### src/rtl/shadow_stack_unit.sv
`default_nettype none
// ============================================================================
// Module      : shadow_stack_unit
// Description : Hardware shadow return-address stack checking resolved
//               call/return pairs; raises a violation and a sticky crash
//               request on a return-target mismatch.
// Revision    : 1.0 - initial release
// ============================================================================
module shadow_stack_unit #(
    parameter int DEPTH = 16,
    parameter int VLEN  = 32
) (
    input  logic                       clk_i,
    input  logic                       rst_i,
    input  logic                       en_i,
    input  logic                       debug_mode_i,
    input  logic                       clear_i,
    input  logic                       valid_i,
    input  logic [VLEN-1:0]            pc_i,
    input  logic                       is_compressed_i,
    input  logic                       is_call_i,
    input  logic                       is_return_i,
    input  logic [VLEN-1:0]            target_i,
    output logic                       violation_o,
    output logic [VLEN-1:0]            violation_pc_o,
    output logic                       crash_req_o,
    output logic [$clog2(DEPTH):0]     depth_o,
    output logic                       overflow_o
);

    localparam int c_ptr_w = $clog2(DEPTH);
    localparam int c_cnt_w = c_ptr_w + 1;
    localparam logic [c_cnt_w-1:0] c_full     = c_cnt_w'(DEPTH);
    localparam logic [c_cnt_w-1:0] c_cnt_one  = c_cnt_w'(1);
    localparam logic [c_ptr_w-1:0] c_ptr_one  = c_ptr_w'(1);
    localparam logic [VLEN-1:0]    c_cmp_mask = {{(VLEN-1){1'b1}}, 1'b0};

    logic [VLEN-1:0]    r_entry [DEPTH];
    logic [c_ptr_w-1:0] r_tp;
    logic [c_cnt_w-1:0] r_cnt;
    logic               r_violation;
    logic [VLEN-1:0]    r_violation_pc;
    logic               r_crash;
    logic               r_overflow;

    logic               w_accept;
    logic               w_push;
    logic               w_pop;
    logic [c_ptr_w-1:0] w_top_idx;
    logic [c_ptr_w-1:0] w_wr_idx;
    logic [VLEN-1:0]    w_ret_addr;
    logic               w_mismatch;
    logic               w_flag;

    // clear_i wins over any same-cycle resolve, so it also blocks acceptance
    assign w_accept   = valid_i && !debug_mode_i && !clear_i;
    assign w_push     = w_accept && is_call_i;
    assign w_pop      = w_accept && is_return_i && (r_cnt != '0);
    assign w_top_idx  = r_tp - c_ptr_one;
    assign w_ret_addr = pc_i + (is_compressed_i ? VLEN'(2) : VLEN'(4));

    // Bit 0 of the target is not architecturally meaningful for JALR
    assign w_mismatch = w_pop &&
                        ((r_entry[w_top_idx] & c_cmp_mask) != (target_i & c_cmp_mask));
    assign w_flag     = w_mismatch && en_i;

    // A combined call+return reuses the slot the pop just freed
    assign w_wr_idx   = w_pop ? w_top_idx : r_tp;

    always_ff @(posedge clk_i) begin
        if (w_push) begin
            r_entry[w_wr_idx] <= w_ret_addr;
        end
    end

    always_ff @(posedge clk_i) begin
        if (rst_i) begin
            r_tp           <= '0;
            r_cnt          <= '0;
            r_violation    <= 1'b0;
            r_violation_pc <= '0;
            r_crash        <= 1'b0;
            r_overflow     <= 1'b0;
        end else if (clear_i) begin
            r_tp        <= '0;
            r_cnt       <= '0;
            r_violation <= 1'b0;
            r_crash     <= 1'b0;
            r_overflow  <= 1'b0;
        end else begin
            r_violation <= w_flag;
            if (w_flag) begin
                r_violation_pc <= pc_i;
                r_crash        <= 1'b1;
            end
            if (w_push && !w_pop) begin
                r_tp <= r_tp + c_ptr_one;
                if (r_cnt == c_full) begin
                    r_overflow <= 1'b1;
                end else begin
                    r_cnt <= r_cnt + c_cnt_one;
                end
            end else if (w_pop && !w_push) begin
                r_tp  <= w_top_idx;
                r_cnt <= r_cnt - c_cnt_one;
            end
        end
    end

    assign violation_o    = r_violation;
    assign violation_pc_o = r_violation_pc;
    assign crash_req_o    = r_crash;
    assign depth_o        = r_cnt;
    assign overflow_o     = r_overflow;

endmodule
`default_nettype wire
### config.mk
export PLATFORM = sky130hd
export DESIGN_NAME = shadow_stack_unit
export DESIGN_NICKNAME = d
export VERILOG_FILES = /design/src/rtl/shadow_stack_unit.sv
export SDC_FILE = /design/constraint.sdc
export NUM_CORES = 1
export LEC_CHECK = 0
export ABC_CLOCK_PERIOD_IN_PS = 9050
export CAP_MARGIN = 20
export CORE_ASPECT_RATIO = 2
export CORE_UTILIZATION = 42
export DETAILED_ROUTE_END_ITERATION = 8
export RECOVER_POWER = 100
export SYNTH_ARGS = -nofsm -noshare
export SYNTH_HDL_FRONTEND = slang
export SYNTH_SLANG_ARGS = --single-unit
### constraint.sdc
create_clock -name clk_i -period 9.05 [get_ports clk_i]
set_input_delay 2.2625 -clock clk_i [delete_from_list [all_inputs] [get_ports clk_i]]
set_output_delay 2.2625 -clock clk_i [all_outputs]
set_load 0.03 [all_outputs]
==> out/results.txt <==
Via count = 11,115
GRT Util Overall = 20.5%
Worst slew margin = -87.4%
Initial DRC Count = 894
Clock Path Buffers = 3
Post-synth EDFFs = 496
Unique masters post-synth = 42
Vias in the first global route = 11,597
Fin Clk Skew = 0.0172 ns
Post-synth net total = 1,221
RSZ-0062 raised after global routing = no
F_max = 140 MHz
Mapped cell area = 22,100 um^2
CP Launch Type = primary input
Cells on worst reg2reg path = 12
Part of the cycle the worst path needs = 79.0%
Layout cells sized above 1 = 15.7%
Failing checks = capacitance limit, slew limit
Placed cell count = 1,888
Clk pin slew, worst setup/hold paths = 0.07 ns
LEAKAGE = 8.25 nW
Synth async-reset ratio = 0%
Max-cap violations = 17
Slew Viols, Final = 419
Hold slack = 0.469 ns
Final total power = 5.01 mW
Clk Latency, worst-skew pair = 0.57 ns
Post-synthesis register bit count = 540
Commonest non-fill, non-tap cell in the layout = edfxtp_1
Worst min-delay path class = register to register
Minimum clock period = 7.15 ns
CTS tree = done
Final #Nets = 1,374
Pwr Density = 197 nW/um^2
Ys Warns = 0
Critical path type = primary input to register
Final ANT Viol Nets = 0
Setup-failing EPs final = 0
IO buf count = 111
Die Area = 53,500 um^2
Routed len/inst = 26.9 um
CTS Hold Bufs = 0
Post-DP HPWL = 31.8 mm
Worst-Margin Slew = 2.81 ns
Setup tns final = 0 ns
Multi-input gate area = 5970 um^2
Area grow syn2layout = 15.5%
Post-Syn Area per Cell = 19.4 um^2
Final Hold Vio Count = 0
Non-Filler Instances = 1,982
First-pass DRT Iterations = 5
Htree depth = 2
Core Region = 51,800 um^2
Worst-path fanout max = 16
CTS sink count = 540
Initial antenna violation count = 0
Max IR drop VDD = 0.127 mV
Arrival time at the worst endpoint = 7.32 ns
Antenna cell count = 0
Most frequent cells in the layout = 496 x edfxtp_1, 125 x mux4_2, 118 x mux2i_1, 67 x clkdlybuf4s50_1, 65 x nand2b_1
Post CTS Setup Buffer Count = 0
Vias per cell = 5.61
Root Driver = clkbuf_16
Critical Path RT = 9.22 ns
Initial core utilization = 42.6%
Cell row count = 118
Global-route wire length before repair = 77.0 mm
Sequential Area = 15,800 um^2
Hold depth = 2
Final Wtd Congestion = 0.736
Nature of the critical path endpoint = register
Pin count of the biggest net entering global routing = 74
Outcome = finished with violations
Register area share after synthesis = 71.5%
Ys flop type = edfxtp_1
Total gr overflow = 0
IO Pins = 113
CTS Buf Count = 45
Die span in y = 326 um
Die X-Extent = 164 um
# fillers = 4,241
Cts repair resizes = 0
Final WL = 53.3 mm
Synth Instances = 1,137
DR DRC count = 0
## final timing paths
kind                     startpoint                 end  slack (ns)
hold reg to reg   violation_pc_o[3]   violation_pc_o[3]        0.47
setup / recovery            clear_i      r_entry[8][18]        1.90
hold / removal    violation_pc_o[3]   violation_pc_o[3]        0.47
setup reg to reg            r_tp[0]  violation_pc_o[30]        2.44
## power breakdown
part	total (mW)	leakage (nW)	internal [mW]	switching (mW)
clock	2.03	0.736	1.16	0.879
sequential	2.74	4.81	2.73	0.00334
combinational	0.234	2.71	0.0957	0.139
## cell type report
cell class | instances | area share [%]
clock buffers | 61 | 4.98
clock inverters | 18 | 0.987
inverters | 11 | 0.162
multi-input cells | 532 | 23.4
flip-flops and latches | 540 | 61.9
well taps | 660 | 3.24
repair buffers | 160 | 5.26
## routing by layer
metal | share of wire (%) | global-route usage (%) | up-vias
met5 | 0 | 0 | -
met4 | 2.9 | 6.96 | 0
met3 | 4.9 | 2.33 | 82
met2 | 53 | 36.5 | 378
met1 | 39 | 25.6 | 5826
li1 | - | - | 4829
## sequential cells by signal (all words and copies together), names as in the netlist
name and count:
r_entry 496, violation_o 1, depth_o 5, crash_req_o 1, r_tp 4, violation_pc_o 32, overflow_o 1
## cells in the mapped netlist (2+ instances only)
cell	instances	area share (%)
a211oi_1	3	0.10
a21o_1	3	0.10
a21oi_1	9	0.20
a31oi_1	4	0.11
and3_1	5	0.14
and4_1	2	0.079
buf_1	2	0.034
buf_2	16	0.36
buf_4	2	0.068
buf_6	11	0.56
clkbuf_1	23	0.39
dfxtp_1	44	4.0
edfxtp_1	496	68
fa_1	2	0.18
ha_1	9	0.51
inv_1	10	0.17
mux2i_1	118	5.4
mux4_2	125	13
nand2_1	27	0.46
nand2b_1	65	1.8
nand3_1	8	0.18
nand4_1	11	0.31
nor2_1	35	0.60
nor2b_1	3	0.085
nor3_1	10	0.23
nor4_1	7	0.20
o21ai_0	4	0.091
or4_1	2	0.068
xnor2_1	30	1.2
xor2_1	39	1.5
## worst max-delay path, stage by stage
cell and delay, ns:
dlygate4sd3_1 0.56, nor3b_1 0.29, o211a_1 0.41, clkinv_1 0.28
or4_1 0.51, o21ai_0 0.08, nand2_1 0.16, nor2_1 1.59
clkbuf_1 1.16
## per-stage QoR
| stage | worst slack, ns | util (%) | area, um^2 |
|---|---|---|---|
| finish | 1.90 | 49.2 | 25500 |
| global route | 1.64 | 49.2 | 25500 |
| global placement | 2.65 | 46.5 | 24100 |
| detailed placement | 2.59 | 46.5 | 24100 |
| CTS | 3.08 | 49.4 | 25600 |
| floorplan | 3.03 | - | 22100 |
## kinds of logic (layout without fill, tap and decap cells)
kind of cell | Yosys count | in the layout | synth area share, %
muxes | 243 | 243 | 18.1
xor gates and xnor gates | 70 | 70 | 2.86
and+or+nand+nor | 179 | 179 | 4.34
buffers and inverters | 65 | 250 | 1.61
DFF | 540 | 540 | 71.5
adders and majority gates | 11 | 11 | 0.692
AOI/OAI and AO/OA | 29 | 29 | 0.862
Power figures use the tool's default switching activity.
